`src/rtl/uart_rx_oversampled.sv`:
```
// Oversampling 8N1 UART receiver: mid-bit sampling, false-start rejection,
// framing-error pulse and a valid/ready output with a sticky overrun flag.
//
// state | meaning
// IDLE  | line idle, waiting for a low level on rx_s
// START | timing to the middle of the start bit to confirm it
// DATA  | sampling DATA_BITS data bits at mid-bit, LSB first
// STOP  | sampling the stop bit at mid-bit
// BRK   | stop bit was low; waiting for the line to return high
module uart_rx_oversampled #(
    parameter int OVERSAMPLE = 16,
    parameter int DATA_BITS  = 8
) (
    input  logic                 baud_tick,
    input  logic                 reset,
    input  logic                 rx_in,
    output logic [DATA_BITS-1:0] rx_data,
    output logic                 rx_valid,
    input  logic                 rx_ready,
    output logic                 frame_err,
    output logic                 overrun,
    output logic                 busy
);
    localparam int CW = $clog2(OVERSAMPLE);
    localparam int BW = (DATA_BITS > 1) ? $clog2(DATA_BITS) : 1;
    localparam logic [CW-1:0] CNT_HALF = CW'(OVERSAMPLE / 2 - 1);
    localparam logic [CW-1:0] CNT_FULL = CW'(OVERSAMPLE - 1);
    localparam logic [BW-1:0] LAST_BIT = BW'(DATA_BITS - 1);

    localparam logic [2:0] IDLE  = 3'd0;
    localparam logic [2:0] START = 3'd1;
    localparam logic [2:0] DATA  = 3'd2;
    localparam logic [2:0] STOP  = 3'd3;
    localparam logic [2:0] BRK   = 3'd4;

    logic                 sync1;
    logic                 rx_s;
    logic [2:0]           state;
    logic [CW-1:0]        cnt;
    logic [BW-1:0]        bitn;
    logic [DATA_BITS-1:0] shift;
    logic                 cnt_done;
    logic                 accept;
    logic                 deliver;

    assign cnt_done = (cnt == '0);
    assign accept   = rx_valid & rx_ready;
    assign deliver  = (state == STOP) & cnt_done & rx_s;
    assign busy     = (state != IDLE);

    always_ff @(posedge baud_tick) begin
        if (reset) begin
            sync1 <= 1'b1;
            rx_s  <= 1'b1;
        end else begin
            sync1 <= rx_in;
            rx_s  <= sync1;
        end
    end

    // cnt is a down-counter: loaded with the distance to the next sample point,
    // the sample happens at terminal count zero.
    always_ff @(posedge baud_tick) begin
        if (reset) begin
            state     <= IDLE;
            cnt       <= '0;
            bitn      <= '0;
            shift     <= '0;
            frame_err <= 1'b0;
        end else begin
            frame_err <= 1'b0;
            case (state)
                IDLE: begin
                    if (!rx_s) begin
                        state <= START;
                        cnt   <= CNT_HALF;
                    end
                end
                START: begin
                    if (cnt_done) begin
                        if (rx_s) begin
                            state <= IDLE;
                        end else begin
                            state <= DATA;
                            cnt   <= CNT_FULL;
                            bitn  <= '0;
                        end
                    end else begin
                        cnt <= cnt - 1'b1;
                    end
                end
                DATA: begin
                    if (cnt_done) begin
                        shift[bitn] <= rx_s;
                        cnt         <= CNT_FULL;
                        if (bitn == LAST_BIT) begin
                            state <= STOP;
                        end else begin
                            bitn <= bitn + 1'b1;
                        end
                    end else begin
                        cnt <= cnt - 1'b1;
                    end
                end
                STOP: begin
                    if (cnt_done) begin
                        if (rx_s) begin
                            state <= IDLE;
                        end else begin
                            frame_err <= 1'b1;
                            state     <= BRK;
                        end
                    end else begin
                        cnt <= cnt - 1'b1;
                    end
                end
                BRK: begin
                    if (rx_s) begin
                        state <= IDLE;
                    end
                end
                default: state <= IDLE;
            endcase
        end
    end

    // A delivery in the same cycle as an accept replaces the byte without a gap.
    always_ff @(posedge baud_tick) begin
        if (reset) begin
            rx_data  <= '0;
            rx_valid <= 1'b0;
            overrun  <= 1'b0;
        end else begin
            if (accept) begin
                rx_valid <= 1'b0;
                overrun  <= 1'b0;
            end
            if (deliver) begin
                if (!rx_valid || accept) begin
                    rx_data  <= shift;
                    rx_valid <= 1'b1;
                end else begin
                    overrun <= 1'b1;
                end
            end
        end
    end
endmodule

```
`config.mk`:
```
export PLATFORM = sky130hd
export DESIGN_NAME = uart_rx_oversampled
export DESIGN_NICKNAME = d
export VERILOG_FILES = /design/src/rtl/uart_rx_oversampled.sv
export SDC_FILE = /design/constraint.sdc
export NUM_CORES = 1
export LEC_CHECK = 0
export CORE_MARGIN = 1
export CORE_UTILIZATION = 59
export CTS_BUF_LIST = sky130_fd_sc_hd__clkbuf_4 sky130_fd_sc_hd__clkbuf_8 sky130_fd_sc_hd__clkbuf_16
export CTS_CLUSTER_DIAMETER = 150
export DETAILED_ROUTE_END_ITERATION = 6
export PLACE_DENSITY = 0.83
export SYNTH_ARGS = -nofsm -noshare
export SYNTH_HDL_FRONTEND = slang
export SYNTH_SLANG_ARGS = --single-unit
export TNS_END_PERCENT = 30
```
`constraint.sdc`:
```
create_clock -name baud_tick -period 3.5 [get_ports baud_tick]
set_input_delay 1.05 -clock baud_tick [delete_from_list [all_inputs] [get_ports baud_tick]]
set_output_delay 1.05 -clock baud_tick [all_outputs]
set_load 0.05 [all_outputs]
```
==> results.md, run 1 <==
- Part of the cycle the worst path needs: 84.3%
- Die W: 52.1 microns
- P_leak: 0.677 nW
- Reg2Reg Setup Slack: 1.65 ns
- Placed inst area: 1600 sq um
- Initial antenna violation count: 0
- HP Class: reg -> reg
- Area growth, synth to finish: 13.2%
- Largest net degree at the start of global routing: 22
- Cell area after layout: 1680 sq um
- Setup Buffers After CTS: 0
- Clk buf depth: 2
- Synth area leaders: dfxtp_1 42%, mux2i_1 14%, nand2_1 6.1%
- First-pass GRT wire length: 4420 microns
- Starting density of the core: 64.5%
- Unique cell type count in the Yosys netlist: 41
- WL per Instance: 14.1 microns
- Hold_ws: 0.458 ns
- N_diodes: 0
- PwrDens: 404 nW/um^2
- Post-cts sizing count: 0
- GRT Util Overall: 23.2%
- Area share of the largest cell type after synthesis: 41.9%
- Core Area: 2300 sq um
- Mean area per synthesized cell: 9.88 sq um
- Peak VDD IR: 0.325 mV
- XOR/XNOR Fraction of Synth Area: 0%
- Clock skew: 0.00667 ns
- Multiplexer share of the synthesized area: 14.5%
- GP Congestion: 0.845
- Busiest metal layer after global routing: met2
- Finished Layout Cells: 191
- Crit start category: flop
- CTS tree: yes
- Setup Crit Path Kind: reg -> out
- Yosys warns: 0
- Post-DP HPWL: 1890 microns
- # Max-Cap Violations: 0
- DR pass1 iterations: 4
- Post-synth net total: 157
- Clock-pin slew on the worst setup and hold paths: 0.10 ns
- Worst Hold End: rx_s
- Overall die height: 52.1 microns
- Clock sinks: 31
- Worst-Margin Slew: 0.661 ns
- Setup violators final: 0
- Register area share after synthesis: 41.9%
- CP max FO: 14
- DP Cell Count: 183
- Iteration-0 DRC Markers: 35
- RSZ-0062 raised after global routing: no
- Top-Level Pins: 16
- Number of remaining DRC errors: 0
- Fill count: 169
- Num CTS Buffers: 5
- Mapped Area: 1480 sq um
- Post-synth EDFFs: 0
- Final hold vios: 0
- Hold Startpoint: sync1
- GR Overflow Total: 0
- Simple-gate portion of the synthesized area: 26.9%
- Seq cells post-synth: 31
- Mapped Cells: 150
- Clock latency on the worst-skew pair: 0.33 ns
- Die area: 2720 sq um
- DR vias/cell: 5.90
- Reg2reg path depth: 5
- M2 GR Usage: 35.0%
- Largest family of logic cells by synthesized area: simple AND/OR/NAND/NOR gates
- Result of the run: complete, no violations
- Post-route setup TNS: 0 ns
- Final Max Tran Viols: 0
- Root buf cell: clkbuf_4
- Slew HR: 55.3%
- Leading area contributor after synthesis: dfxtp_1
- Synth Flop Type: dfxtp_1
- M1 GR Usage: 29.3%
- WP data arrival: 1.90 ns
- Adder-Cell Fraction of Synth Area: 2.53%
- R2R Path End: rx_data[3]
- Compound-Gate Fraction of Synth Area: 8.70%
- GR Layer Usage met3: 7.89%
- Post-Route WL: 2700 microns
- Post-CTS Hold Fix Bufs: 0
- H-tree Lvls: 2
- Synth async-reset ratio: 0%
- Total power: 677 uW
- Cell Rows: 17
- Worst reg2reg path startpoint: cnt[0]
- Crit path required time: 2.45 ns
- Nets@finish: 169
- Port Buffers: 15
- F_max: 339 MHz
- Hold depth: 1
- Post-DRT Antenna Nets: 0
- DR vias: 1127
- Vias in the first global route: 977
- Share of layout cells above drive strength 1: 12.3%
- CP Capture Type: output port
- Final Critical Period: 2.95 ns
-- metrics by stage --
step                utilization (%)  setup slack (ns)
finish                         73.0             0.549
global route                   73.0             0.456
CTS                            73.0             0.546
detailed placement             69.8             0.917
global placement               69.8             0.933
floorplan                         -              1.35
-- sequential cells by signal, indices dropped and copies added, names as in the netlist --
name	flops
bitn	3
cnt	4
frame_err	1
overrun	1
rx_data	8
rx_s	1
rx_valid	1
shift	8
state	3
sync1	1
-- critical path, cell delays in order, from the launching register on --
cell and delay (ns):
dfxtp_1 0.61, or3_1 0.17, clkdlybuf4s50_1 0.79
-- cell usage after synthesis, drive strengths merged, types with 3 or more instances --
library cell  number
nand3              3
nand2             24
nor4               3
clkbuf             5
nand4b             4
inv                3
dfxtp             31
ha                 3
nand4              3
buf                6
nor2               5
nand2b             4
a211oi             3
a21oi              3
nor3b              4
nor3               4
mux2i             20
-- per-layer routing --
| metal | wire length (microns) | vias to the layer above |
|---|---|---|
| li1 | - | 567 |
| met1 | 1270 | 519 |
| met2 | 1230 | 35 |
| met3 | 152 | 6 |
| met4 | 52 | 0 |
| met5 | 0 | - |
-- worst max path at each step --
stage / start / to / slack (ns) / cells after the start
floorplan: state[2] / busy / 1.35 / 2
global placement: state[2] / busy / 0.93 / 2
detailed placement: state[2] / busy / 0.92 / 2
CTS: state[2] / busy / 0.55 / 2
global route: state[2] / busy / 0.46 / 2
finish: state[2] / busy / 0.55 / 2
-- cell families after synthesis --
kind of cell | after synthesis
simple gates | 65
flops | 31
mux | 21
compound gates | 16
buf+inv | 14
fa+ha+maj | 3
-- power breakdown --
part / internal (mW) / switching (mW)
Sequential: 0.359 / 0.0113
Clock: 0.117 / 0.122
Combinational: 0.0297 / 0.0382
-- cell usage in the layout (no fill, tap or decap), types with 2 or more instances in the layout --
cell	Yosys	layout
a211oi_1	3	3
clkdlybuf4s50_1	0	15
dfxtp_1	31	31
or2_2	2	2
nand3_1	3	3
nor3_1	4	4
nand4_1	2	2
nand4b_1	4	4
clkbuf_8	0	2
a21oi_1	3	3
nor3b_1	3	3
ha_1	3	3
clkbuf_4	0	5
mux2i_1	20	20
nand2_1	24	24
nor4_1	3	3
nand2b_1	4	4
nor2_1	5	5
and3b_1	2	2
inv_1	3	3
-- final cells by class --
| cell class | count | area (sq um) | share of cell area (%) |
|---|---|---|---|
| timing repair buffer | 16 | 158 | 9.40 |
| multi-input combinational | 105 | 779 | 46.5 |
| clock inverter | 1 | 7.51 | 0.448 |
| inverter | 3 | 11.3 | 0.672 |
| tap | 28 | 35.0 | 2.09 |
| sequential | 31 | 621 | 37.0 |
| clock buffer | 7 | 65.1 | 3.88 |
(Power assumes the default switching activity.)
==> run 2, diff against run 1 <==
Settings changed: CORE_UTILIZATION 59 to 49, PLACE_DENSITY 0.83 to 0.73.
Clock period 3.5 ns to 2.65 ns, I/O delays scaled along.
==> run 2 against run 1 <==
The run now ends with DRC left. Cell area grew 0.67%. Register-to-register slack lost 0.88 ns. Hold slack lost 0.041 ns. First-iteration DRC count shrank 49%. Non-clock buffer count grew 1. Largest cell class unchanged. Highest routed layer unchanged.
==> results.md, run 2 (synthesis results as in run 1) <==
- Setup violators final: 0 (unchanged)
- H-tree Lvls: 2 (unchanged)
- P_leak: 0.688 nW (+1.6%)
- CTS tree: yes
- Metal3 WL: 114 microns (-25%)
- Top-Level Pins: 16 (unchanged)
- Highest routed layer: met4
- Post-cts sizing count: 0 (unchanged)
- Slew HR: 66.1% (+11 points)
- DR pass1 iterations: 6 (+2)
- Num CTS Buffers: 5 (unchanged)
- Fill count: 248 (+47%)
- GRT Util Overall: 18.8% (-4.4 points)
- Setup Buffers After CTS: 0 (unchanged)
- Clock sinks: 31 (unchanged)
- Seq. cell area: 621 sq um (unchanged)
- DR vias/cell: 5.69 (-3.6%)
- Iteration-0 DRC Markers: 18 (-49%)
- Worst-Margin Slew: 0.508 ns (-0.153 ns)
- Setup Crit Path Kind: reg -> out
- GP Congestion: 0.789 (-6.7%)
- CP cell instances: clkdlybuf4s50_1
- First-pass GRT wire length: 4640 microns (+5.1%)
- NetSw: 223 uW (+30%)
- Commonest non-fill, non-tap cell in the layout: dfxtp_1
- Largest regs: rx_data x8, shift x8, cnt x4
- Post-Route WL: 2720 microns (+0.56%)
- PwrDens: 558 nW/um^2 (+38%)
- Area of the multi-input gates: 779 sq um (unchanged)
- Crit path largest cell delay: 0.82 ns (+0.03 ns)
- CP Capture Type: output port
- Combinational fraction of design power: 9.6% (-0.4 points)
- GR Overflow Total: 0 (unchanged)
- WP buf/inv: 1 (unchanged)
- Area growth, synth to finish: 13.9%
- Final hold vios: 0 (unchanged)
- Switching part of the total: 23.7% (-1.6 points)
- Root buf cell: clkbuf_4
- Delay-heaviest family, CP: buffers and inverters
- DR vias: 1104 (-2.0%)
- N_diodes: 0 (unchanged)
- Failing checks: DRC
- DP Cell Count: 187 (+2.2%)
- # Max-Cap Violations: 0 (unchanged)
- Post-DRT Antenna Nets: 0 (unchanged)
- WP data arrival: 1.53 ns (-0.37 ns)
- Die W: 57.0 microns (+9.4%)
- Slowest CP cell: clkdlybuf4s50_1
- Nets@finish: 170 (+0.59%)
- P_int: 718 uW (+42%)
- Overall die height: 57.0 microns (+9.4%)
- Largest net degree at the start of global routing: 15 (-32%)
- Number of remaining DRC errors: 4 (+4)
- Met2 wire len: 1290 microns (+5.5%)
- Part of the cycle the worst path needs: 87.8%
- Crit start category: flop
- HP Class: reg -> reg
- Wl on met1: 1250 microns (-2.0%)
- Post-DP HPWL: 1910 microns (+1.1%)
- Core Util, Final: 60.2% (-13 points)
- Clock latency on the worst-skew pair: 0.33 ns (about the same)
- Final Max Tran Viols: 0 (unchanged)
- WL per Instance: 14.0 microns (-1.0%)
- Initial antenna violation count: 0 (unchanged)
- Core Area: 2810 sq um (+22%)
- F_max: 430 MHz
- Starting density of the core: 52.8% (-12 points)
- Clock skew: 0.00912 ns (+0.00246 ns)
- Total power: 942 uW (+39%)
- Post-CTS Hold Fix Bufs: 0 (unchanged)
- RSZ-0062 raised after global routing: no
- Die area: 3250 sq um (+20%)
- Crit path required time: 1.86 ns (-0.59 ns)
- Post-route setup TNS: 0 ns (unchanged)
- Sequential share of power: 51.9% (-2.7 points)
- Clock-pin slew on the worst setup and hold paths: 0.10 ns (about the same)
- Port Buffers: 15 (unchanged)
- CP max FO: 4 (-10)
- Share of layout cells above drive strength 1: 12.9% (+0.61 points)
- Hold_ws: 0.417 ns (-0.0411 ns)
- Clk buf depth: 2 (unchanged)
- Vias in the first global route: 1027 (+5.1%)
- Peak VDD IR: 0.352 mV (+8.4%)
- Result of the run: finished with violations
- Clock share of power: 38.5% (+3.2 points)
- Final Critical Period: 2.33 ns
- Cell Rows: 19 (+2)
- Most frequent cells in the layout: 31 x dfxtp_1, 24 x nand2_1, 20 x mux2i_1
- Finished Layout Cells: 194 (+1.6%)
## run 2: power groups by stage
stage | logic [mW] | registers (mW) | clock network (mW)
detailed placement | 0.0898 | 0.499 | 0
CTS | 0.0905 | 0.489 | 0.372
global placement | 0.0874 | 0.499 | 0
global route | 0.100 | 0.491 | 0.391
finish | 0.0901 | 0.489 | 0.363
floorplan | 0.0824 | 0.490 | 0
## run 2: per-layer routing
layer  vias up  global-route usage [%]
met5         -                       0
met4         0                    8.36
met1       511                    24.0
li1        566                       -
met3         8                    6.80
met2        19                    28.6
## run 2: cell type report
class	count	area share [%]
Clock buffer	6	2.67
Clock inverter	1	1.78
Inverter	3	0.667
Multi-Input combinational cell	105	46.2
Sequential cell	31	36.8
Tap cell	31	2.30
Timing Repair Buffer	17	9.64
## run 2: metrics by stage
| stage | cell area [sq um] | worst slack [ns] |
|---|---|---|
| after floorplan | 1480 | 0.750 |
| after global placement | 1610 | 0.537 |
| after detailed placement | 1610 | 0.465 |
| after CTS | 1690 | 0.314 |
| after global routing | 1690 | 0.253 |
| final | 1690 | 0.324 |
## run 2: path summary, 6_finish.rpt
path	end	from	cells after the start	slack (ns)
worst max-delay path	rx_valid	rx_valid	1	0.32
worst min register to register	rx_s	sync1	1	0.42
worst max register to register	rx_data[7]	cnt[0]	5	0.77
worst min-delay path	rx_s	sync1	1	0.42
==> run 3, diff against run 2 <==
Settings changed: CTS_CLUSTER_SIZE set to 30.
==> results of run 3 <==
Final layout, timing and power as in run 2 (identical DEF).
